File: src/rtl/cpu_pkg.sv
// Shared definitions for the 8-bit lab CPU controller: data width,
// opcode values and FSM state encoding.
package cpu_pkg;

  localparam int DATA_W = 8;

  localparam logic [3:0] OP_NOP = 4'h0;
  localparam logic [3:0] OP_LDI = 4'h1;
  localparam logic [3:0] OP_LD  = 4'h2;
  localparam logic [3:0] OP_ST  = 4'h3;
  localparam logic [3:0] OP_ADD = 4'h4;
  localparam logic [3:0] OP_SUB = 4'h5;
  localparam logic [3:0] OP_AND = 4'h6;
  localparam logic [3:0] OP_OR  = 4'h7;
  localparam logic [3:0] OP_XOR = 4'h8;
  localparam logic [3:0] OP_SHL = 4'h9;
  localparam logic [3:0] OP_SHR = 4'hA;
  localparam logic [3:0] OP_JMP = 4'hB;
  localparam logic [3:0] OP_JZ  = 4'hC;
  localparam logic [3:0] OP_JNZ = 4'hD;
  localparam logic [3:0] OP_LDH = 4'hE;
  localparam logic [3:0] OP_HLT = 4'hF;

  typedef enum logic [2:0] {
    S_FETCH  = 3'd0,
    S_DECODE = 3'd1,
    S_EXEC   = 3'd2,
    S_TARGET = 3'd3,
    S_HALT   = 3'd4
  } state_t;

endpackage

File: src/rtl/cpu_alu.sv
// Combinational accumulator ALU. Produces the new accumulator value and
// whether the current opcode writes the accumulator (and thus the z flag).
module cpu_alu
  import cpu_pkg::*;
(
  input  logic [3:0]        op,
  input  logic [DATA_W-1:0] acc,
  input  logic [DATA_W-1:0] rf_out,
  input  logic [3:0]        imm4,
  output logic [DATA_W-1:0] result,
  output logic              wr_acc
);

  // Opcode decode; non-accumulator opcodes pass acc through untouched
  always_comb begin
    result = acc;
    wr_acc = 1'b0;
    case (op)
      OP_LDI: begin result = {4'h0, imm4};          wr_acc = 1'b1; end
      OP_LD:  begin result = rf_out;                wr_acc = 1'b1; end
      OP_ADD: begin result = acc + rf_out;          wr_acc = 1'b1; end
      OP_SUB: begin result = acc - rf_out;          wr_acc = 1'b1; end
      OP_AND: begin result = acc & rf_out;          wr_acc = 1'b1; end
      OP_OR:  begin result = acc | rf_out;          wr_acc = 1'b1; end
      OP_XOR: begin result = acc ^ rf_out;          wr_acc = 1'b1; end
      OP_SHL: begin result = {acc[6:0], 1'b0};      wr_acc = 1'b1; end
      OP_SHR: begin result = {1'b0, acc[7:1]};      wr_acc = 1'b1; end
      OP_LDH: begin result = {imm4, acc[3:0]};      wr_acc = 1'b1; end
      default: begin result = acc;                  wr_acc = 1'b0; end
    endcase
  end

endmodule

File: src/rtl/cpu_ctrl.sv
// Multi-cycle controller for the 8-bit lab CPU: fetch/decode/execute FSM,
// program counter, instruction register, accumulator and zero flag.
// Optional single-step input enabled by defining CPU_CTRL_STEP_EN.
module cpu_ctrl
  import cpu_pkg::*;
#(
  parameter int PC_W = 8
)(
  input  logic              clk,
  input  logic              rst_n,
`ifdef CPU_CTRL_STEP_EN
  input  logic              step,
`endif
  output logic [PC_W-1:0]   pc,
  input  logic [DATA_W-1:0] instr,
  output logic [1:0]        rf_a,
  output logic              rf_ce,
  output logic [DATA_W-1:0] rf_in,
  input  logic [DATA_W-1:0] rf_out,
  output logic [DATA_W-1:0] acc,
  output logic              z,
  output logic              halted
);

  localparam logic [PC_W-1:0] PC_ONE = 1;

  state_t            r_state;
  state_t            w_state_next;
  logic [PC_W-1:0]   r_pc;
  logic [DATA_W-1:0] r_ir;
  logic [DATA_W-1:0] r_acc;
  logic              r_z;
  logic              w_rf_ce;
  logic              w_go;
  logic              w_taken;
  logic [3:0]        w_op;
  logic [DATA_W-1:0] w_result;
  logic              w_wr_acc;

  assign w_op = r_ir[7:4];

`ifdef CPU_CTRL_STEP_EN
  assign w_go = step;
`else
  assign w_go = 1'b1;
`endif

  // Branch condition uses z as left by the previous instruction
  assign w_taken = (w_op == OP_JMP) ||
                   ((w_op == OP_JZ)  &&  r_z) ||
                   ((w_op == OP_JNZ) && !r_z);

  cpu_alu u_alu (
    .op     (w_op),
    .acc    (r_acc),
    .rf_out (rf_out),
    .imm4   (r_ir[3:0]),
    .result (w_result),
    .wr_acc (w_wr_acc)
  );

  // Next-state and register-file write strobe
  always_comb begin
    w_state_next = r_state;
    w_rf_ce      = 1'b0;
    case (r_state)
      S_FETCH:  if (w_go) w_state_next = S_DECODE;
      S_DECODE: w_state_next = S_EXEC;
      S_EXEC: begin
        w_rf_ce = (w_op == OP_ST);
        if (w_op == OP_JMP || w_op == OP_JZ || w_op == OP_JNZ)
          w_state_next = S_TARGET;
        else if (w_op == OP_HLT)
          w_state_next = S_HALT;
        else
          w_state_next = S_FETCH;
      end
      S_TARGET: w_state_next = S_FETCH;
      S_HALT:   w_state_next = S_HALT;
      default:  w_state_next = S_FETCH;
    endcase
  end

  // FSM state register
  always_ff @(posedge clk or negedge rst_n) begin
    if (!rst_n) r_state <= S_FETCH;
    else        r_state <= w_state_next;
  end

  // Datapath registers: pc, ir, acc and z
  always_ff @(posedge clk or negedge rst_n) begin
    if (!rst_n) begin
      r_pc  <= '0;
      r_ir  <= '0;
      r_acc <= '0;
      r_z   <= 1'b1;
    end else begin
      case (r_state)
        S_DECODE: begin
          r_ir <= instr;
          r_pc <= r_pc + PC_ONE;
        end
        S_EXEC: begin
          if (w_wr_acc) begin
            r_acc <= w_result;
            r_z   <= (w_result == '0);
          end
        end
        S_TARGET: begin
          // ROM is presenting the operand byte (absolute target) here
          if (w_taken) r_pc <= instr[PC_W-1:0];
          else         r_pc <= r_pc + PC_ONE;
        end
        default: ;
      endcase
    end
  end

  assign pc     = r_pc;
  assign rf_a   = r_ir[1:0];
  assign rf_ce  = w_rf_ce;
  assign rf_in  = r_acc;
  assign acc    = r_acc;
  assign z      = r_z;
  assign halted = (r_state == S_HALT);

endmodule

File: config.mk
export PLATFORM = sky130hd
export DESIGN_NAME = cpu_ctrl
export DESIGN_NICKNAME = d
export VERILOG_FILES = /design/src/rtl/cpu_pkg.sv /design/src/rtl/cpu_alu.sv /design/src/rtl/cpu_ctrl.sv
export SDC_FILE = /design/constraint.sdc
export NUM_CORES = 1
export LEC_CHECK = 0
export BUFFER_PORTS_ARGS = -buffer_cell sky130_fd_sc_hd__buf_2
export CAP_MARGIN = 20
export CORE_ASPECT_RATIO = 0.5
export CORE_MARGIN = 3
export CORE_UTILIZATION = 30
export CTS_CLUSTER_DIAMETER = 80
export CTS_CLUSTER_SIZE = 40
export DETAILED_ROUTE_END_ITERATION = 8
export SYNTH_ARGS = -nofsm -noshare
export SYNTH_HDL_FRONTEND = slang
export SYNTH_SLANG_ARGS = --single-unit
File: constraint.sdc
create_clock -name clk -period 2.95 [get_ports clk]
set_input_delay 0 -clock clk [delete_from_list [all_inputs] [get_ports clk]]
set_output_delay 0 -clock clk [all_outputs]
set_load 0.01 [all_outputs]
Yosys cells after proc, flatten, opt, wreduce, memory -nomap -nowiden --
Index checks and enable logic that the tools add are counted.
Word-level totals: flip-flop bits (word level) 28, input port bits 18, output and inout bits 29, word-level logic and storage cells 50
Operators by class: add/sub/neg operators 3, eq/ne operators 19, multiplexer cells 8, bitwise logic cells 3, reduce and logical (&&, ||, !) cells 12
Operators with widths (number):
- one-hot mux 8 bit (10 select lines) | 1
- equality test 4 bit (second input constant) | 8
- equality test 4 x 3 -> 1 bit (second input constant) | 4
- one-hot mux 8 bit (2 select lines) | 1
- one-hot mux 3 bit (4 select lines) | 1
- OR reduction 10 bit | 1
- adder 8 x 1 -> 8 bit (second input constant) | 1
- adder 8 bit | 1
- AND 8 bit | 1
- equality test 4 x 2 -> 1 bit (second input constant) | 2
- logical NOT 8 bit | 1
- 2-to-1 mux 8 bit | 1
- OR 8 bit | 1
- subtractor 8 bit | 1
- XOR 8 bit | 1
- equality test 3 x 2 -> 1 bit (second input constant) | 2
- 2-to-1 mux 3 bit | 2
- equality test 4 x 1 -> 1 bit (second input constant) | 1
- logical OR 1 bit | 4
- equality test 3 x 1 -> 1 bit (second input constant) | 1
- equality test 3 bit (second input constant) | 1
- logical NOT 3 bit | 1
- logical AND 1 bit | 2
- 2-to-1 mux 1 bit | 2
- 3 further kinds | 3

Depth between registers and ports, before layout --
Gate-level depths: netlist of run 1.
depth in word-level cells 6, gate-level depth with buffers 14, depth with buffers taken out 12

By module --
Synthesis of run 1 repeated with hierarchy kept, for this count alone.
Second synthesis, totals: cell total of the unflattened synthesis 340, area, all modules 2909.0 µm²
By module, submodules not included:
- cpu_ctrl | instances 1, cells each 133, area an instance 1473.9 µm², seq. area each 701.9 µm²
- cpu_alu | instances 1, cells each 207, area an instance 1435.1 µm², seq. area each 0.0 µm²

Worst setup path before layout of run 1 --
No wires, ideal clock.
kind reg-to-reg, start register r_ir[7], end register r_z (netlist: z), setup time 0.073 ns, arrival 2.924 ns, data required time 2.877 ns, path slack -0.047 ns, stages on the path, launching flop included 14, path buffers 2, clock period less this slack 2.997 ns, path through dfrtp_1 > buf_2 > nor2b_2 > and3_1 > buf_2 > mux2_2 > fa_1 > nand2b_1 > a21oi_1 > mux2i_1 > and3_1 > nand4_1 > nor4_1 > o2bb2ai_1
On the way: word-level cells in the longest chain between the ends 4, elaborated cells between the ends (all ways) 15, classes of those cells eq/ne (10); mux (2); reduce/logical (3)
Ends and longest elaborated chain:
- start: declaration | RTL line cpu_ctrl.sv:30 | logic [DATA_W-1:0] r_ir;
- start signal: assignment | RTL line cpu_ctrl.sv:100 | r_ir <= instr;
- parallel branches: the longest is 4 deep, another holds one-hot mux 8 bit (10 select lines)
- end signal: assignment | RTL line cpu_ctrl.sv:106 | r_z <= (w_result == '0);
- end: declaration | RTL line cpu_ctrl.sv:32 | logic r_z;
Several ways; the timed one is not identified. A chain may end at the register's enable or synchronous reset.

Worst setup path after layout of run 1 --
Ends and elaborated chain as after synthesis.

==> results of run 1 <==
## worst paths after layout
path	cells past startpoint	end	slack (ns)
min reg2reg	2	z$_DFFE_PN1P_	0.51
min in group clk	5	acc[1]$_DFFE_PN0P_	0.32
min	2	acc[4]$_DFFE_PN0P_	0.31
max	11	z$_DFFE_PN1P_	0.22
max in group asynchronous	2	r_ir[5]$_DFFE_PN0P_	2.18
max reg2reg	11	z$_DFFE_PN1P_	0.22
## timing repair
item                                    in CTS  in global routing
hold endpoints to repair                    38                  0
hold buffers                                 9                  0
gates resized for setup                      1                 11
endpoints found under the setup margin       1                  1
pin swaps                                    0                 10
## cell usage after synthesis (6+ instances only)
| cell | instances |
|---|---|
| buf_2 | 10 |
| nor2_1 | 27 |
| nand2b_1 | 7 |
| buf_4 | 11 |
| a21oi_1 | 21 |
| mux2i_1 | 9 |
| nand3_1 | 8 |
| xnor2_1 | 9 |
| mux2_2 | 8 |
| inv_1 | 24 |
| o21ai_0 | 24 |
| dfrtp_1 | 27 |
| xor2_1 | 6 |
| nand2_1 | 33 |
| ha_1 | 25 |
| nor3_1 | 8 |
## stage by stage
stage / instance area, sq um / TNS (ns) / utilization / std cells
3_3_place_gp: 3080 / 0 / 0.347 / 488
2_1_floorplan: 2780 / 0 / - / 342
3_5_place_dp: 3080 / 0 / 0.347 / 488
4_1_cts: 3280 / 0 / 0.370 / 501
5_1_grt: 3320 / -0.0133 / 0.375 / 501
6_report: 3320 / 0 / 0.375 / 501
## state kept, by name, summed over array words and instances, names as in the netlist
signal   flops
r_ir         8
acc          8
z            1
pc           8
r_state      3
## cells by family (layout without fill, tap and decap cells)
kind of cell,Yosys count,after routing,synth area share
fa+ha+maj,26,26,0.120
buf+inv,52,94,0.0898
flops,28,28,0.253
compound gates,87,87,0.206
simple gates,116,116,0.214
mux,18,18,0.0690
xor+xnor,15,15,0.0474
## area by class of cell
| class | count | area [sq um] |
|---|---|---|
| fill | 896 | 5540 |
| multi-input combinational | 262 | 1880 |
| sequential | 28 | 702 |
| timing repair buffer | 65 | 399 |
| tap | 117 | 146 |
| inverter | 25 | 93.8 |
| clock buffer | 3 | 75.1 |
| clock inverter | 1 | 30.0 |
## power groups by stage
stage	clock [W]	combinational, W	sequential, W
CTS	0.000427	0.00249	0.000829
floorplan	0	0.00184	0.000804
global route	0.000439	0.00283	0.000870
global placement	0	0.00245	0.000838
finish	0.000419	0.00256	0.000833
detailed placement	0	0.00244	0.000834
## layer usage
metal  part of all wire  vias up
met5                  0        -
met4              0.025        0
met3              0.074       25
met2               0.45      110
met1               0.45     1267
li1                   -     1299
==> out/results.ini, run 1 <==
[critical_path]
cp_cell_sequence=nor2b_4, and3_4, mux2_4, fa_2, nand2b_1, a21oi_2, mux2i_1, and3_1, nand4_1, nor4_2, o2bb2ai_1
worstPathArrival_ns=2.94
path_buf_inv=0
r2r_start=r_ir[7]$_DFFE_PN0P_
worstPathRequired_ns=3.16
startpoint=r_ir[7]$_DFFE_PN0P_
slowest_stage=dfrtp_1
start_kind=flip-flop
endpoint_kind=flip-flop
critical_path_class=reg2reg
critPathTopFamily=simple AND/OR/NAND/NOR gates
crit_fanout=2
max_stage_delay_ns=0.41

[power]
p_switching_w=0.00189
p_leak_nw=1.45
p_clk_frac=0.110
intPower_w=0.00193
total_power_w=0.00382
p_sw_frac=0.496
p_comb_frac=0.672
vdd_ir_drop_max_v=0.000389
seqPwrFrac=0.218
powerDensity_nw_per_um2=1150

[finish]
drive_gt1_frac=0.224
fin_nets=429
n_antenna_cell=0
mostFrequentLayoutCell=buf_2
syn_to_final_growth_pct=19.9
final_cell_mix=buf_2 (46), nand2_1 (33), dfrtp_1 (27)

[clock_tree]
cts-htree-levels=1
cts_tree=built
clk_latency_ns=0.27
postCtsSetupBuffers=0
clk_pin_slew_ns=0.08
cts_buffer_depth=2
cts_inserted_buffers=3
cts.sinks=28
cts-root-buf=clkbuf_16

[route]
ant_nets=0
vias=2701
routedWlPerCell_um=16.1
drt_wl_total_um=8080
drtPass1Iterations=5
drt_iter0_drc=156
viasPerCell=5.39
drc=0

[placement]
io_buffers=46
place_hpwl_um=5840
post-place-ws_ns=0.0126
routabilityCongestion=0.886

[global_route]
antenna_found_initial=0
met3_usage=0.0270
use_met2=0.241
grt_pass1_wl_um=12900
busiest_layer=met2
grt_usage=0.156
grt_max_degree=29
overflow=0
grt_pass1_vias=2399
grt_use_met1=0.225

[synth]
yosysTopAreaCellShare=0.244
ys_ff_latch=28
avgSynthCellArea_sq_um=8.11
synthTopCellsByArea=dfrtp_1 (24%), ha_1 (11%), nand2_1 (4.5%)
ys_seq_area_frac=0.253
syn_area_sq_um=2770
yosys.area.top_type=dfrtp_1
yosys_warnings=0
synthArstFlopShare=1.00
ys.flop_type=dfrtp_1
synth_edf_count=0
syn_nets=386
synth_cell_types=56
syn_inst=342

[floorplanning]
die_y_um=74.0
io_pins=47
initial_core_util=0.313
fp-row-count=24
die_w_um=142
die_area_sq_um=10500
core_sq_um=8860

[sta]
slew_headroom=0.479
finClkSkew_ns=0.00398
fmax_mhz=366
hold_viol=0
setup_viol=0
worst_hold_slack_ns=0.311
min_period_ns=2.73
slew_violations=0
layout_setup_ws_ns=0.216
fin_crit_sh=0.927
tightest_slew_ns=0.778
rsz0062_at_grt=true

[run]
maxCapViolCount=0

[run_status]
status=complete, no violations

[worst_hold_path]
min_path_type=in2async

Power figures use the tool's default switching activity.
==> run 2: changes to the inputs <==
Settings changed: ABC_AREA set to 1.
==> run 2 against run 1 <==
Against the previous run:
- highest routed layer unchanged
- cell count is 19% higher
- register-to-register slack better by 0.07 ns
- clock power down 1%
- sequential power grew 5.5%
- area after synthesis grew 0.81%
- power decreased by 5.5%
- non-clock buffer count decreased by 13
- critical path depth grew 7
- largest power group unchanged
- critical path type unchanged
- via count increased by 6.7%
- worst hold slack worse by 0.30 ns
- fmax is 2.6% higher
==> out/results.ini, run 2 <==
[worst_hold_path]
min_from=instr[7]
min_path_type=in2reg  ; was in2async
min_to=r_ir[7]$_DFFE_PN0P_
min_delay_path_depth=3

[critical_path]
critical_path_class=reg2reg  ; unchanged
worstPathArrival_ns=2.87  ; was 2.94 ns
r2r_setup_slack_ns=0.28  ; was 0.22 ns
reg2reg_to=z$_DFFE_PN1P_  ; unchanged
r2r_start=r_ir[4]$_DFFE_PN0P_  ; was r_ir[7]$_DFFE_PN0P_
start_kind=flip-flop  ; unchanged
crit_fanout=10  ; was 2
reg2regPathDepth=18  ; was 11
endpoint_kind=flip-flop  ; unchanged
worstPathRequired_ns=3.16  ; about the same

[synth]
synthArstFlopShare=1.00  ; unchanged
yosys_warnings=0  ; unchanged
synth_common_cells=nand2_1 (134), inv_1 (60), nor2_1 (47)  ; was nand2_1 (33), dfrtp_1 (27), nor2_1 (27)
yosysTopAreaCellShare=0.242  ; was 0.244
syn_inst=435  ; was 342
synthTopCellsByArea=dfrtp_1 (24%), nand2_1 (18%), ha_1 (11%)  ; was dfrtp_1 (24%), ha_1 (11%), nand2_1 (4.5%)
yosysMostFrequentCell=nand2_1  ; unchanged
syn_nets=479  ; was 386
synth_cell_types=33  ; was 56
syn_area_sq_um=2800  ; was 2770 sq um
avgSynthCellArea_sq_um=6.43  ; was 8.11 sq um
ys_seq_area_frac=0.251  ; was 0.253
ys_ff_latch=28  ; unchanged
ys.flop_type=dfrtp_1  ; unchanged
yosys.area.top_type=dfrtp_1  ; unchanged
synth_edf_count=0  ; unchanged

[global_route]
met3_usage=0.0244  ; was 0.0270
grt_pass1_vias=2601  ; was 2,399
antenna_found_initial=0  ; unchanged
grt_max_degree=29  ; unchanged
use_met2=0.265  ; was 0.241
busiest_layer=met2  ; unchanged
grt_usage=0.157  ; was 0.156
overflow=0  ; unchanged
grt_use_met1=0.221  ; was 0.225
grt_pass1_wl_um=13300  ; was 12,900 um

[finish]
n_antenna_cell=0  ; unchanged
post-route-util=0.364  ; was 0.375
syn_to_final_growth_pct=15.7  ; was 19.9%
drive_gt1_frac=0.138  ; was 0.224
fin_nets=522  ; was 429
final_cell_mix=nand2_1 (134), inv_1 (60), nor2_1 (46), buf_2 (46), nand3_1 (37)  ; was buf_2 (46), nand2_1 (33), dfrtp_1 (27)
final_cells=594  ; was 501
mostFrequentLayoutCell=nand2_1  ; was buf_2

[clock_tree]
cts_tree=built  ; unchanged
clk_latency_ns=0.27  ; about the same
cts_buffer_depth=2  ; unchanged
cts-htree-levels=1  ; unchanged
cts-root-buf=clkbuf_16  ; unchanged
cts.sinks=28  ; unchanged
clk_pin_slew_ns=0.08  ; about the same
cts_inserted_buffers=3  ; unchanged
postCtsSetupBuffers=0  ; unchanged

[floorplanning]
die_y_um=74.3  ; was 74.0 um
initial_core_util=0.314  ; was 0.313
die_area_sq_um=10600  ; was 10,500 sq um
core_sq_um=8890  ; was 8860 sq um
die_w_um=143  ; was 142 um
io_pins=47  ; unchanged
fp-row-count=24  ; unchanged

[route]
drt_wl_total_um=8180  ; was 8080 um
routedWlPerCell_um=13.8  ; was 16.1 um
drt_iter0_drc=165  ; was 156
drtPass1Iterations=4  ; was 5
ant_nets=0  ; unchanged
vias=2883  ; was 2,701
drc=0  ; unchanged
viasPerCell=4.85  ; was 5.39

[sta]
setup_viol=0  ; unchanged
finClkSkew_ns=0.00531  ; was 0.00398 ns
fmax_mhz=375  ; was 366 MHz
min_period_ns=2.67  ; was 2.73 ns
slew_violations=0  ; unchanged
rsz0062_at_grt=false  ; was true
layout_setup_ws_ns=0.285  ; was 0.216 ns
tns_ns=0  ; unchanged
slew_headroom=0.539  ; was 0.479
worst_hold_slack_ns=0.0103  ; was 0.311 ns
fin_crit_sh=0.904  ; was 0.927
hold_viol=0  ; unchanged
tightest_slew_ns=0.691  ; was 0.778 ns

[power]
vdd_ir_drop_max_v=0.000319  ; was 0.000389 V
powerDensity_nw_per_um2=1110  ; was 1150 nW/um^2
p_leak_nw=1.74  ; was 1.45 nW

[placement]
routabilityCongestion=0.904  ; was 0.886
post-place-ws_ns=0.228  ; was 0.0126 ns
io_buffers=46  ; unchanged
place_hpwl_um=6330  ; was 5840 um
dpl.cell_count=585  ; was 488

[run_status]
status=complete, no violations  ; unchanged

[run]
maxCapViolCount=0  ; unchanged

==> run 2: power by group <==
part	internal [W]	total, W	switching [W]
clock network	0.000271	0.000414	0.000144
logic	0.000841	0.00231	0.00147
registers	0.000581	0.000879	0.000298
total	0.00169	0.00361	0.00191
==> run 2: logic make-up (layout without fill, tap and decap cells) <==
kind of cell,count (synthesis),after routing,share of synthesized area
flip-flops,28,28,0.251
adder cells (fa/ha/maj),26,26,0.119
multiplexers,3,3,0.0121
XOR/XNOR,9,9,0.0282
AND/OR/NAND/NOR,243,243,0.369
buffers and inverters,75,117,0.119
AO/OA/AOI/OAI,51,51,0.102
==> run 2: layer usage <==
metal  vias to the layer above  routed length (um)
met3                         3                 312
met4                         0                  14
met5                         -                   0
met1                      1349                4170
li1                       1471                   -
met2                        60                3680
==> run 2: repair_timing <==
item                                    4_1_cts  5_1_grt
endpoints found under the setup margin        0        2
hold endpoints to repair                     32        0
resized for setup                             0        2
hold buffers                                  5        0
==> run 2: worst max-delay path by stage <==
| stage | startpoint | to | cells past startpoint |
|---|---|---|---|
| CTS | r_ir[6]$_DFFE_PN0P_ | z$_DFFE_PN1P_ | 18 |
| global route | r_ir[4]$_DFFE_PN0P_ | z$_DFFE_PN1P_ | 18 |
| global placement | r_ir[6]$_DFFE_PN0P_ | z$_DFFE_PN1P_ | 17 |
| floorplan | r_ir[5]$_DFFE_PN0P_ | z$_DFFE_PN1P_ | 17 |
| finish | r_ir[4]$_DFFE_PN0P_ | z$_DFFE_PN1P_ | 18 |
| detailed placement | r_ir[6]$_DFFE_PN0P_ | z$_DFFE_PN1P_ | 18 |
==> run 2: layout make-up <==
type	instances	area (sq um)
clock buffer	3	75.1
tap	117	146
clock inverter	1	30.0
sequential	28	702
fill	976	5650
inverter	61	229
timing repair buffer	52	288
multi-input combinational	332	1760
==> run 2: critical path: stages (launching register included) <==
cell and delay (ns):
dfrtp_1 0.44, inv_1 0.12, nor2_2 0.23, nand2_2 0.21, nand2_1 0.12, xor2_1 0.15, ha_1 0.31, a21oi_1 0.24
nand2_1 0.14, nand2_1 0.08, nand3_1 0.10, nand2_1 0.11, inv_1 0.04, nand2_1 0.07, nand2_1 0.05, nand2_1 0.05
nor2_1 0.04, nand4_1 0.06, nand2_1 0.05
==> run 2: per-stage QoR <==
step,power [W],area (sq um)
5_1_grt,0.00401,3230
4_1_cts,0.00361,3230
6_report,0.00361,3230
3_3_place_gp,0.00316,3080
3_5_place_dp,0.00317,3080
2_1_floorplan,0.00257,2800
==> run 3: changes to the inputs <==
--- a/config.mk
+++ b/config.mk
@@ -16,2 +16,3 @@
 export DETAILED_ROUTE_END_ITERATION = 8
+export MAX_ROUTING_LAYER = met4
 export SYNTH_ARGS = -nofsm -noshare
==> constraint.sdc (replaced) <==
create_clock -name clk -period 2.95 [get_ports clk]
set_input_delay 0.1475 -clock clk [delete_from_list [all_inputs] [get_ports clk]]
set_output_delay 0.1475 -clock clk [all_outputs]
set_load 0.01 [all_outputs]
==> run 3 against run 2 <==
Against the previous run:
- routed wire length increased by 0.27%
- critical path depth unchanged
- sequential share of layout area increased by 0.27 points
- cell count decreased by 0.67%
- die area unchanged
- non-clock buffer count decreased by 4
- count of clock-buffer cells in the layout unchanged
- global-route usage increased by 0.50 points
- design area decreased by 1.2%
- power about the same
- sequential power about the same
- critical path type unchanged
==> out/results.ini, run 3 (synthesized netlist as in run 2, its figures left out) <==
[power]
p_switching_w=0.00192  ; was 0.00191 W
powerDensity_nw_per_um2=1130  ; was 1110 nW/um^2
p_sw_frac=0.532  ; was 0.531
intPower_w=0.00169  ; about the same
p_leak_nw=1.72  ; was 1.74 nW
vdd_ir_drop_max_v=0.000316  ; was 0.000319 V
p_clk_frac=0.115  ; about the same
p_comb_frac=0.641  ; about the same
seqPwrFrac=0.244  ; about the same

[critical_path]
crit_top_cell=nand2_1  ; unchanged
cp_cell_sequence=inv_1, nor2_2, nand2_2, nand2_1, xor2_1, ha_1, a21oi_1, nand2_1, nand2_1, nand3_1, nand2_1, inv_1, nand2_1, nand2_1, nand2_1, nor2_1, nand4_1, nand2_1  ; unchanged
reg2regPathDepth=18  ; unchanged
endpoint_kind=flip-flop  ; unchanged
worstPathRequired_ns=3.15  ; was 3.16 ns
crit_fanout=10  ; unchanged
critical_path_class=reg2reg  ; unchanged
slowest_stage=dfrtp_1  ; unchanged
start_kind=flip-flop  ; unchanged
worstPathArrival_ns=2.88  ; was 2.87 ns
max_stage_delay_ns=0.44  ; about the same

[worst_hold_path]
min_path_type=in2reg  ; unchanged
min_delay_path_depth=3  ; unchanged

[finish]
syn_to_final_growth_pct=14.3  ; was 15.7%
design_area_sq_um=3190  ; was 3230 sq um
mostFrequentLayoutCell=nand2_1  ; unchanged
n_antenna_cell=0  ; unchanged
post-route-util=0.359  ; was 0.364
fillers=977  ; was 976
fin_nets=518  ; was 522
drive_gt1_frac=0.140  ; was 0.138
final_cell_mix=nand2_1 (134), inv_1 (60), nor2_1 (46), buf_2 (46), nand3_1 (37)  ; unchanged

[route]
viasPerCell=4.88  ; was 4.85
routedWlPerCell_um=13.9  ; was 13.8 um
drt_wl_total_um=8200  ; was 8180 um
vias=2877  ; was 2,883
drt_iter0_drc=179  ; was 165
drtPass1Iterations=5  ; was 4
ant_nets=0  ; unchanged
drc=0  ; unchanged

[sta]
rsz0062_at_grt=false  ; unchanged
fmax_mhz=374  ; was 375 MHz
slew_headroom=0.540  ; was 0.539
min_period_ns=2.67  ; about the same
fin_crit_sh=0.906  ; was 0.904
worst_hold_slack_ns=0.129  ; was 0.0103 ns
slew_violations=0  ; unchanged
finClkSkew_ns=0.00506  ; was 0.00531 ns
hold_viol=0  ; unchanged
layout_setup_ws_ns=0.278  ; was 0.285 ns
tightest_slew_ns=0.690  ; was 0.691 ns
tns_ns=0  ; unchanged
setup_viol=0  ; unchanged

[global_route]
overflow=0  ; unchanged
grt_pass1_wl_um=13200  ; was 13,300 um
grt_usage=0.162  ; was 0.157
grt_pass1_vias=2599  ; was 2,601
antenna_found_initial=0  ; unchanged
grt_max_degree=29  ; unchanged

[clock_tree]
clk_latency_ns=0.27  ; about the same
cts_tree=built  ; unchanged
clk_pin_slew_ns=0.08  ; about the same
cts-htree-levels=1  ; unchanged
cts_buffer_depth=2  ; unchanged
cts_inserted_buffers=3  ; unchanged
cts.sinks=28  ; unchanged
cts-root-buf=clkbuf_16  ; unchanged

[placement]
post-place-ws_ns=0.228  ; unchanged
io_buffers=46  ; unchanged
post_dp_cell_area_sq_um=3080  ; unchanged
routabilityCongestion=0.919  ; was 0.904
place_hpwl_um=6330  ; unchanged

[floorplanning]
die_area_sq_um=10600  ; unchanged
io_pins=47  ; unchanged
fp-row-count=24  ; unchanged
core_sq_um=8890  ; unchanged
die_w_um=143  ; unchanged
die_y_um=74.3  ; unchanged
initial_core_util=0.314  ; unchanged

[run]
maxCapViolCount=0  ; unchanged

[run_status]
status=complete, no violations  ; unchanged

[run 3: path summary, 6_finish.rpt]
path | from | to | slack (ns)
worst max-delay path | r_ir[4]$_DFFE_PN0P_ | z$_DFFE_PN1P_ | 0.28
worst min-delay path | instr[2] | pc[2]$_DFFE_PN0P_ | 0.13
worst max register to register | r_ir[4]$_DFFE_PN0P_ | z$_DFFE_PN1P_ | 0.28
worst min register to register | r_state[1]$_DFF_PN0_ | r_state[0]$_DFF_PN0_ | 0.46
max in group asynchronous | rst_n | r_state[0]$_DFF_PN0_ | 2.04
min in group asynchronous | rst_n | acc[4]$_DFFE_PN0P_ | 0.46
[run 3: routing by layer]
metal / up-vias / track usage / wire (um)
li1: 1462 / - / -
met1: 1340 / 0.223 / 4140
met2: 70 / 0.262 / 3640
met3: 5 / 0.0244 / 374
met4: 0 / 0.0211 / 41
met5: - / - / 0
[run 3: power groups by stage]
stage | logic (W) | registers, W | clock network (W)
floorplan | 0.00173 | 0.000843 | 0
finish | 0.00231 | 0.000881 | 0.000414
detailed placement | 0.00229 | 0.000880 | 0
global placement | 0.00228 | 0.000879 | 0
CTS | 0.00230 | 0.000876 | 0.000429
global route | 0.00264 | 0.000924 | 0.000444
[run 3: final cells by class]
class                   count  area, sq um  share of cell area
clock buffers               3         75.1              0.0235
repair buffers             48          248              0.0776
multi-input cells         332         1760               0.552
well taps                 117          146              0.0458
clock inverters             1         30.0             0.00940
flip-flops and latches     28          702               0.220
inverters                  61          229              0.0717
[run 3: repair_timing]
item / CTS / global route
hold buffers: 1 / 0
endpoints found under the setup margin: 0 / 2
gates resized for setup: 0 / 2
setup buffers: 0 / 0
endpoints found under the hold margin: 27 / 0
[run 3: critical path, delay by kind of cell, from the launching register on]
kind / cells / cell delay, ns
adders and majority gates: 1 / 0.31
and+or+nand+nor: 13 / 1.29
AOI/OAI and AO/OA: 1 / 0.24
buffers and inverters: 2 / 0.16
xor gates and xnor gates: 1 / 0.15
DFF: 1 / 0.44
[run 3: per-stage QoR]
| stage | total power (W) | instances |
|---|---|---|
| after floorplan | 0.00257 | 435 |
| after global placement | 0.00316 | 585 |
| after detailed placement | 0.00317 | 585 |
| after CTS | 0.00361 | 590 |
| after global routing | 0.00401 | 590 |
| final | 0.00361 | 590 |
